**src/rtl/intr_gen.sv**
```systemverilog
// -----------------------------------------------------------------------------
// intr_gen : APB-programmable interrupt generator
//
// Synchronises NUM_SRC asynchronous sources, latches their rising edges into a
// pending (STATUS) register, masks them with ENABLE, and drives a registered
// level IRQ. Software services it over a zero-wait-state APB slave.
//
// Register map (word offsets, decoded on PADDR[3:2]):
//   0x0 STATUS  RO pending bits, write-1-to-clear
//   0x4 ENABLE  RW per-source enable (gates IRQ only)
//   0x8 RAW     RO synchronised source levels
//   0xC CTRL    bit0 GIE, bit1 FORCE (FORCE only when FORCE_EN != 0)
//
// Ports:
//   PCLK, PRESETn        clock, asynchronous active-low reset
//   PSEL..PWDATA         APB slave inputs
//   PRDATA               read data, combinational in the read access phase
//   PREADY, PSLVERR      tied 1 / tied 0
//   src                  asynchronous rising-edge-sensitive sources
//   IRQ                  registered level interrupt
// -----------------------------------------------------------------------------
module intr_gen #(
    parameter int NUM_SRC  = 8,
    parameter int FORCE_EN = 1
) (
    input  logic               PCLK,
    input  logic               PRESETn,
    input  logic               PSEL,
    input  logic               PENABLE,
    input  logic               PWRITE,
    input  logic [3:0]         PADDR,
    input  logic [31:0]        PWDATA,
    output logic [31:0]        PRDATA,
    output logic               PREADY,
    output logic               PSLVERR,
    input  logic [NUM_SRC-1:0] src,
    output logic               IRQ
);

    logic [NUM_SRC-1:0] r_sync1;
    logic [NUM_SRC-1:0] r_sync2;
    logic [NUM_SRC-1:0] r_prev;
    logic [NUM_SRC-1:0] r_status;
    logic [NUM_SRC-1:0] r_enable;
    logic               r_gie;
    logic               r_force;
    logic               r_irq;

    logic               w_wr;
    logic               w_rd;
    logic               w_sel_status;
    logic               w_sel_enable;
    logic               w_sel_ctrl;
    logic [NUM_SRC-1:0] w_rise;
    logic [NUM_SRC-1:0] w_clr;
    logic               w_unused_apb;

    assign w_wr         = PSEL & PENABLE & PWRITE;
    assign w_rd         = PSEL & PENABLE & ~PWRITE;
    assign w_sel_status = (PADDR[3:2] == 2'd0);
    assign w_sel_enable = (PADDR[3:2] == 2'd1);
    assign w_sel_ctrl   = (PADDR[3:2] == 2'd3);

    assign w_rise = r_sync2 & ~r_prev;
    assign w_clr  = (w_wr && w_sel_status) ? PWDATA[NUM_SRC-1:0] : '0;

    // Byte-lane bits and data bits beyond the implemented width are don't-care.
    assign w_unused_apb = ^{PADDR[1:0], PWDATA};

    always_ff @(posedge PCLK or negedge PRESETn) begin
        if (!PRESETn) begin
            r_sync1  <= '0;
            r_sync2  <= '0;
            r_prev   <= '0;
            r_status <= '0;
            r_enable <= '0;
            r_gie    <= 1'b0;
            r_force  <= 1'b0;
            r_irq    <= 1'b0;
        end else begin
            r_sync1 <= src;
            r_sync2 <= r_sync1;
            r_prev  <= r_sync2;

            // Clear is applied before set so a coincident rise keeps the bit.
            r_status <= (r_status & ~w_clr) | w_rise;

            if (w_wr && w_sel_enable) begin
                r_enable <= PWDATA[NUM_SRC-1:0];
            end

            if (w_wr && w_sel_ctrl) begin
                r_gie   <= PWDATA[0];
                r_force <= (FORCE_EN != 0) ? PWDATA[1] : 1'b0;
            end

            // Built from pre-edge register state, so IRQ trails it by one clock.
            r_irq <= (r_gie & (|(r_status & r_enable))) | r_force;
        end
    end

    always_comb begin
        PRDATA = '0;
        if (w_rd) begin
            case (PADDR[3:2])
                2'd0:    PRDATA[NUM_SRC-1:0] = r_status;
                2'd1:    PRDATA[NUM_SRC-1:0] = r_enable;
                2'd2:    PRDATA[NUM_SRC-1:0] = r_sync2;
                default: PRDATA[1:0]         = {r_force, r_gie};
            endcase
        end
    end

    assign IRQ     = r_irq;
    assign PREADY  = 1'b1;
    assign PSLVERR = 1'b0;

endmodule

```
**config.mk**
```make
export PLATFORM = sky130hd
export DESIGN_NAME = intr_gen
export DESIGN_NICKNAME = d
export VERILOG_FILES = /design/src/rtl/intr_gen.sv
export SDC_FILE = /design/constraint.sdc
export NUM_CORES = 1
export LEC_CHECK = 0
export CAP_MARGIN = 40
export CORE_ASPECT_RATIO = 0.8
export CORE_MARGIN = 3
export CORE_UTILIZATION = 54
export CTS_CLUSTER_DIAMETER = 40
export DETAILED_ROUTE_END_ITERATION = 12
export DONT_BUFFER_PORTS = 1
export GPL_TIMING_DRIVEN = 0
export HOLD_SLACK_MARGIN = 0.08
export PLACE_DENSITY = 0.69
export SYNTH_ARGS = -nofsm -noshare
export SYNTH_HDL_FRONTEND = slang
export SYNTH_SLANG_ARGS = --single-unit
export TNS_END_PERCENT = 5
```
**constraint.sdc**
```tcl
create_clock -name PCLK -period 1.3 [get_ports PCLK]
set_input_delay 0.195 -clock PCLK [delete_from_list [all_inputs] [get_ports PCLK]]
set_output_delay 0.195 -clock PCLK [all_outputs]
set_load 0.02 [all_outputs]
```
==> impl_metrics.yaml <==
setup_path:
  critPathMaxStageDelay_ns: 0.49
  end_kind: "primary output"
  r2r-end: "IRQ"
  critPathMaxFanout: 2
  start_kind: "register"
  r2r_start: "r_status[0]"
  path_cells: "mux4_2, nor2b_4"
  cp.required_ns: 1.11
  rr_worst_depth: 4
  r2r_slack_ns: 0.16
  critPathKind: "reg -> out"
  cp-endpoint: "PRDATA[0]"
  worstPathArrival_ns: 1.33
  crit_path_top_delay_cell: "mux4_2"
  critPathLaunch: "r_gie"
sta:
  clock-skew-final_ns: 0.00351
  tightest_slew_ns: 0.761
  relSlewSlack_pct: 49.1
  tns_ns: -1.35
  min_period_ns: 1.53
  grt_setup_unrepaired: "true"
  clock.fmax_mhz: 655
  hold_ws_ns: 0.109
  finalCritPeriodShare_pct: 117
  hold_violations: 0
  fin_ws_ns: -0.226
  setup_viol: 8
  drv_slew: 0
die:
  die_w_um: 72.2
  start_util_pct: 58.8
  die_area_um2: 4260
  rows: 18
  dieHeight_um: 59.0
  pin_count: 84
  coreArea_um2: 3220
placed_design:
  place_area_um2: 2030
  gp_congestion: 0.768
  port_buffers: 0
  dp_hpwl_um: 2470
  dp.cells: 213
detailed_routing:
  routedWlPerCell_um: 15.8
  wl_um: 3860
  ant_nets: 0
  num_vias: 1198
  drtIter0Drc: 44
  drc_errors: 0
  viasPerCell: 4.91
  dr.pass1.iters: 4
final_layout:
  diodes: 0
  multi_input_area_um2: 694
  area_growth_pct: 27.8
  layout.nets: 253
  fill_cells: 205
  drive_gt1_share_pct: 31.4
  regArea_um2: 1080
  final_cells: 244
  finish.instance_area_um2: 2420
outcome:
  violations: "negative setup slack"
  status: "finished with violations"
hold_path:
  hp-class: "in -> reg"
  holdPathStages: 2
yosys:
  async_reset_ff_share_pct: 100
  yosys.cell_types.count: 23
  syn_area_per_cell_um2: 12.7
  ys_warn_count: 0
  synth_edf_count: 0
  netlist_instances: 149
  seq_area_frac_synth_pct: 56.8
  synthFlopType: "dfrtp_1"
  syn-cell-area_um2: 1890
  ys_seq_elements: 43
clock_tree:
  clock_sinks: 43
  cts_root_buf: "clkbuf_8"
  cts_buffer_depth: 2
  htree_levels: 2
  cts_made_buffers: 5
  cts_tree: "built"
  clk_latency_ns: 0.28
  clk_pin_slew_ns: 0.07
flow_run:
  drv_cap: 0
power:
  p_per_area_nw_per_um2: 1280
  ir_drop_mv: 0.797
  p_leak_uw: 0.00118
global_routing:
  grt_max_degree: 44
  antenna_found_initial: 0
  grt_first_pass_wirelength_um: 6340
  overflow: 0
  grt_pass1_vias: 1296
  grtUsageTotal_pct: 20.1
worst max-delay path, delay by kind of cell, from the launching register on:
family,cells,cell delay (ns)
flops,1,0.39
mux,1,0.49
simple gates,1,0.17
metal layers:
| layer | wire [µm] | part of all wire [%] | GRT usage (%) |
|---|---|---|---|
| met4 | 31 | 0.80 | 5.63 |
| met3 | 368 | 9.5 | 7.00 |
| met2 | 1910 | 49 | 34.2 |
| met1 | 1550 | 40 | 24.5 |
| met5 | 0 | 0 | 0 |
Yosys cell counts, types with 2 or more instances:
cell type	instances	area share, %
dfrtp_1	43	57
buf_4	27	11
nand3_1	9	2.4
a22o_1	8	3.7
inv_1	8	1.6
mux2_4	8	6.3
a21oi_1	6	1.6
mux2i_1	6	3.2
nand2_1	6	1.2
or2_1	6	2.0
a22oi_1	4	1.6
nor2b_1	3	0.99
buf_6	2	1.2
conb_1	2	0.40
mux2_1	2	1.2
mux4_2	2	2.4
through the flow:
stage	utilization [%]	worst slack (ns)	total power [µW]
after floorplan	-	0.0168	1930
after global placement	63.1	-0.331	1980
after detailed placement	63.1	-0.311	1990
after CTS	74.6	-0.215	3080
after global routing	75.1	-0.260	3230
final	75.1	-0.226	3090
layout make-up:
type / instances / area share (%)
Sequential cell: 43 / 44.5
Multi-Input combinational cell: 92 / 28.7
Timing Repair Buffer: 24 / 9.73
Buffer: 30 / 9.52
Clock buffer: 6 / 3.00
Tap cell: 40 / 2.07
Clock inverter: 1 / 1.24
Inverter: 8 / 1.24
cells in the final DEF (no fill, tap or decap), drive strengths merged:
cell	instances
inv	8
nor2	1
bufinv	1
conb	26
a21o	1
nand4	1
mux2	10
nand3	9
clkbuf	6
buf	37
and3b	1
dfrtp	43
mux2i	6
a22o	8
a22oi	4
a21oi	6
nand2	6
dlygate4sd3	17
nand3b	1
mux4	2
and3	1
nor2b	3
or2	6
timing repair:
| action | CTS | global route |
|---|---|---|
| resized for setup | 12 | 0 |
| hold buffers | 18 | 0 |
| setup buffers | 4 | 2 |
| endpoints found under the setup margin | 8 | 8 |
| hold endpoints to repair | 61 | 0 |
| cloned | 0 | 0 |
power breakdown:
| group | internal, µW | leakage, µW | switching (µW) |
|---|---|---|---|
| sequential | 1470 | 0.000486 | 95.1 |
| clock | 563 | 0.0000513 | 406 |
| combinational | 310 | 0.000641 | 247 |
| total | 2340 | 0.00118 | 749 |
logic make-up (layout without fill, tap and decap cells):
logic type | Yosys count | in the layout | synth area share (%)
mux | 18 | 18 | 13.1
simple gates | 29 | 29 | 8.66
buf+inv | 38 | 69 | 13.7
other cells | 2 | 26 | 0.397
flops | 43 | 43 | 56.8
compound gates | 19 | 19 | 7.27
worst min-delay path by stage:
stage | from | end | slack (ns)
detailed placement | PRESETn | r_prev[2] | -0.1
CTS | PWDATA[7] | r_status[7] | 0.10
global route | PWDATA[3] | r_status[3] | 0.11
finish | PWDATA[2] | r_status[2] | 0.11
global placement | PRESETn | r_status[2] | -0.1
floorplan | PRESETn | IRQ | -0.10
flip-flops by register name, indices dropped and copies added, names as in the netlist:
| signal | flops |
|---|---|
| r_prev | 8 |
| r_enable | 8 |
| r_gie | 1 |
| IRQ | 1 |
| r_sync2 | 8 |
| r_sync1 | 8 |
| r_status | 8 |
| r_force | 1 |
No activity file was read; power rests on OpenSTA's default activity.
